--- config.mk ---
export PLATFORM = sky130hd
export DESIGN_NAME = signal_sequencer
export DESIGN_NICKNAME = d
export VERILOG_FILES = /design/src/rtl/signal_sequencer.sv
export SDC_FILE = /design/constraint.sdc
export NUM_CORES = 1
export LEC_CHECK = 0
export CAP_MARGIN = 30
export CORE_MARGIN = 5
export CORE_UTILIZATION = 61
export DETAILED_ROUTE_END_ITERATION = 8
export PLACE_DENSITY = 0.84
export SLEW_MARGIN = 5
export SYNTH_ARGS = -nofsm -noshare
export SYNTH_HDL_FRONTEND = slang
export SYNTH_SLANG_ARGS = --single-unit
--- constraint.sdc ---
create_clock -name Clock -period 5.4 [get_ports Clock]
set_input_delay 1.62 -clock Clock [delete_from_list [all_inputs] [get_ports Clock]]
set_output_delay 1.62 -clock Clock [all_outputs]
set_load 0.005 [all_outputs]
--- src/rtl/signal_sequencer.sv ---
// -----------------------------------------------------------------------------
// signal_sequencer
//
// Plays a stored pattern of {I,S} steps into a Moore state machine under test.
// Each step is held on I/S for HOLD clocks. A pass of Len steps starts on a
// sampled Start. Busy is high while the pass plays. Done pulses for one clock
// when a pass completes.
//
// Optional feature macro: SEQ_LOOP_EN
//   When it is defined, a Loop input is added. Loop is sampled on the final
//   clock of the last step. If Loop=1, playback restarts at step 0 with no
//   gap clock. Done still pulses once for every pass.
//
// Parameters:
//   DEPTH  pattern memory depth in steps (>=2)
//   HOLD   clocks each step is held on I/S (>=1)
//   AW     step index width, derived from DEPTH (do not override)
//
// Ports:
//   Clock    in   rising-edge clock
//   Reset    in   asynchronous active-high reset
//   Wr_en    in   pattern write strobe, honoured only in IDLE
//   Wr_addr  in   pattern write address
//   Wr_data  in   pattern step, [1]=I, [0]=S
//   Len      in   steps to play (1..DEPTH, clamped to DEPTH), sampled with Start
//   Start    in   begin playback
//   Loop     in   repeat playback (SEQ_LOOP_EN builds only)
//   I, S     out  registered stimulus bits
//   Busy     out  high while playback is in progress
//   Done     out  one-clock pulse when a pass completes
//   Step     out  index of the step currently on I/S
// -----------------------------------------------------------------------------
module signal_sequencer #(
    parameter int DEPTH = 16,
    parameter int HOLD  = 1,
    parameter int AW    = $clog2(DEPTH)
) (
    input  logic          Clock,
    input  logic          Reset,
    input  logic          Wr_en,
    input  logic [AW-1:0] Wr_addr,
    input  logic [1:0]    Wr_data,
    input  logic [AW:0]   Len,
    input  logic          Start,
`ifdef SEQ_LOOP_EN
    input  logic          Loop,
`endif
    output logic          I,
    output logic          S,
    output logic          Busy,
    output logic          Done,
    output logic [AW-1:0] Step
);

    localparam int HW = (HOLD > 1) ? $clog2(HOLD) : 1;

    typedef enum logic {
        IDLE = 1'b0,
        RUN  = 1'b1
    } state_t;

    state_t        state_reg;
    logic [1:0]    is_reg;
    logic          busy_reg;
    logic          done_reg;
    logic [AW-1:0] step_reg;
    logic [HW-1:0] hcnt_reg;
    logic [AW:0]   len_reg;

    // The pattern memory must clear on reset, so it is built from registers
    // instead of block RAM.
    logic [1:0] mem_reg [DEPTH];

    genvar gi;
    generate
        for (gi = 0; gi < DEPTH; gi++) begin : g_mem
            always_ff @(posedge Clock or posedge Reset) begin
                if (Reset) begin
                    mem_reg[gi] <= 2'b00;
                end else if (state_reg == IDLE && Wr_en && Wr_addr == AW'(gi)) begin
                    mem_reg[gi] <= Wr_data;
                end
            end
        end
    endgenerate

    logic loop_sel;
`ifdef SEQ_LOOP_EN
    assign loop_sel = Loop;
`else
    assign loop_sel = 1'b0;
`endif

    // A write to address 0 in the same clock as Start is forwarded.
    // This makes the first step play the value being written.
    logic [1:0]    first_step;
    logic [AW-1:0] next_idx;
    logic [AW:0]   len_clamped;
    logic          hold_end;
    logic          last_step;

    assign first_step  = (Wr_en && Wr_addr == '0) ? Wr_data : mem_reg[0];
    assign next_idx    = step_reg + AW'(1);
    assign len_clamped = (Len > (AW+1)'(DEPTH)) ? (AW+1)'(DEPTH) : Len;
    assign hold_end    = (hcnt_reg == HW'(HOLD - 1));
    assign last_step   = ({1'b0, step_reg} == len_reg - (AW+1)'(1));

    always_ff @(posedge Clock or posedge Reset) begin
        if (Reset) begin
            state_reg <= IDLE;
            is_reg    <= 2'b00;
            busy_reg  <= 1'b0;
            done_reg  <= 1'b0;
            step_reg  <= '0;
            hcnt_reg  <= '0;
            len_reg   <= '0;
        end else begin
            done_reg <= 1'b0;
            case (state_reg)
                IDLE: begin
                    if (Start && Len != '0) begin
                        len_reg   <= len_clamped;
                        is_reg    <= first_step;
                        step_reg  <= '0;
                        hcnt_reg  <= '0;
                        busy_reg  <= 1'b1;
                        state_reg <= RUN;
                    end
                end
                RUN: begin
                    if (!hold_end) begin
                        hcnt_reg <= hcnt_reg + HW'(1);
                    end else begin
                        hcnt_reg <= '0;
                        if (!last_step) begin
                            step_reg <= next_idx;
                            is_reg   <= mem_reg[next_idx];
                        end else if (loop_sel) begin
                            // Back-to-back pass: no gap clock, and Busy stays high.
                            done_reg <= 1'b1;
                            step_reg <= '0;
                            is_reg   <= mem_reg[0];
                        end else begin
                            done_reg  <= 1'b1;
                            busy_reg  <= 1'b0;
                            step_reg  <= '0;
                            is_reg    <= 2'b00;
                            state_reg <= IDLE;
                        end
                    end
                end
                default: state_reg <= IDLE;
            endcase
        end
    end

    assign I    = is_reg[1];
    assign S    = is_reg[0];
    assign Busy = busy_reg;
    assign Done = done_reg;
    assign Step = step_reg;

endmodule

==> qor.txt <==
hold_ws: 0.513 ns
mapped cell area: 2370 sq um
most common cell after layout, fill and taps aside: dfrtp_1
first-pass GRT wire length: 8330 microns
largest family of logic cells by synthesized area: multiplexers
Setup TNS Final: 0 ns
hpwl dp: 3610 microns
syn nets: 203
GRT Overall Usage: 21.2%
Die W: 72.3 microns
most frequent cells in the layout: 46 x dfrtp_1, 32 x mux2_2, 22 x clkdlybuf4s50_1
Syn Area/Cell: 12.7 sq um
P per Cell Area: 449 nW/um^2
Seq/Total Area, Yosys: 48.7%
Die ar.: 5220 sq um
Hold WC Path Type: flop to flop
DP Cell Count: 251
Clock transition at path regs: 0.08 ns
post-synth cell types: 39
Initial Util: 63.7%
layout cells sized above 1: 22.7%
Row Count: 22
Post-Synth Adder-Cell Area: 1.06%
Crit path max-delay family: flip-flops
Achievable Freq: 0.300 GHz
WP depth: 1
via count: 1,559
Buf/Inv on CP: 1
Post-Synth Simple-Gate Area: 11.5%
Post-CTS Resized: 0
# diodes: 0
initial antenna violation count: 0
crit path launch: Step[0]
worst-path fanout max: 14
Routed WL per cell: 18.6 microns
routability congestion estimate: 0.766
leakage: 1.28 nW
pins over their slew limit: 0
synth-to-layout area growth: 14.4%
max reg flops: 32
Post-Place Setup Slack: 1.89 ns
largest net degree at the start of global routing: 47
worst reg2reg setup slack: 2.72 ns
Post-DP Area: 2620 sq um
final setup fails: 0
port bufs: 22
final core occ: 72.8%
total power: 1.21 mW
min cycle time layout: 3.33 ns
period utilisation layout: 61.6%
max-cap check violation count: 0
Core ar.: 3720 sq um
CTS root buf: clkbuf_8
drt pass-1 iters: 4
Starting DRT DRC Count: 106
fin nets: 227
vias in the first global route: 1,710
Slew headroom: 55.4%
fin cells: 259
CTS tree: done
CTS Buf Count: 5
Setup crit end: Step[0]
reg-to-reg endpoint: is_reg[0]
via density per instance: 6.02
total clock sinks: 46
Fillers: 265
Worst VDD drop: 0.222 mV
XOR/XNOR share of the synthesized area: 3.38%
Die Y: 72.3 microns
Worst Path Arrival: 1.71 ns
proportion of synthesized area in mux cells: 27.9%
CP max stage cell: dfrtp_1
post-synthesis compound-gate area fraction: 5.02%
worst path cell trace: clkdlybuf4s50_1
overall routed net length: 4810 microns
Startpoint Class: flop
Reg2Reg Depth: 6
hold-fix buffers at CTS: 0
clock skew: 0.00697 ns
WP data required: 3.78 ns
Synth Instances: 186
Least-Margin Pin Slew: 0.669 ns
remaining antenna violation count: 0
# Post-CTS Setup Buffers: 0
status: finished clean
R2R Path Start: Step[0]
Critical Path Sink Type: output pin
H-tree depth: 2
critical path's largest stage delay: 0.78 ns
#FFs+latches synth: 46
Clk Latency, worst-skew pair: 0.30 ns
design area: 2710 sq um
Remaining DRCs: 0
Synth warnings: 0
endpoints failing hold: 0
Clock Path Buffers: 2
Setup WS post-layout: 2.07 ns
RSZ-0062 raised after global routing: no
Ports: 23
Setup CP Type: flop to output pin
Overflow after GRT: 0
==> per-layer routing <==
layer / share of wire, % / up-vias / global-route usage (%) / wire length [microns]
met1: 41 / 786 / 23.6 / 1960
met3: 3.7 / 10 / 4.85 / 176
met2: 54 / 36 / 39.2 / 2580
met5: 0 / - / 0 / 0
li1: - / 727 / - / -
met4: 2.0 / 0 / 7.31 / 96
==> synthesized netlist by cell type (all sizes together) <==
master	count	area [sq um]
a21oi	3	15.0
a31oi	1	6.26
a32o	1	11.3
and2	1	6.26
and3	4	25.0
and3b	1	8.76
buf	3	27.5
clkbuf	3	11.3
dfrtp	46	1150
ha	2	25.0
inv	5	18.8
mux2	33	372
mux2i	9	90.1
mux4	8	199
nand2	20	77.6
nand2b	4	25.0
nand3	4	20.0
nand3b	1	7.51
nand4	1	6.26
nand4b	2	17.5
nor2	7	28.8
nor2b	4	25.0
nor3	2	10.0
nor3b	1	7.51
o2111ai	1	15.0
o21a	1	7.51
o21ai	7	35.0
o32a	2	20.0
o32ai	1	8.76
or4	1	7.51
xnor2	1	8.76
xor2	6	71.3
==> cells by family (layout without fill, tap and decap cells) <==
family                   after synthesis  in the layout
XOR/XNOR                               7              7
AND/OR/NAND/NOR                       53             53
adder cells (fa/ha/maj)                2              2
flip-flops                            46             46
AO/OA/AOI/OAI                         17             17
buffers and inverters                 11             36
multiplexers                          50             50
==> cell type report <==
cell class	instances	area [sq um]	area share (%)
inverter	5	18.8	0.693
clock inverter	1	5.00	0.185
tap	48	60.1	2.22
timing repair buffer	23	228	8.41
clock buffer	7	86.3	3.19
sequential	46	1150	42.5
multi-input combinational	129	1160	42.8
==> power by group <==
part / switching, mW / internal [mW]
Sequential: 0.103 / 0.440
Clock: 0.112 / 0.103
Combinational: 0.190 / 0.266
==> worst min-delay path by stage <==
stage	cells past startpoint	slack [ns]	to	from
finish	1	0.51	mem_reg[16]	mem_reg[16]
global route	1	0.53	mem_reg[15]	mem_reg[15]
CTS	1	0.51	mem_reg[26]	mem_reg[26]
detailed placement	1	0.49	mem_reg[22]	mem_reg[22]
global placement	1	0.48	mem_reg[22]	mem_reg[22]
floorplan	1	0.47	mem_reg[24]	mem_reg[24]
Note: power is estimated with default switching activity, not from simulation.
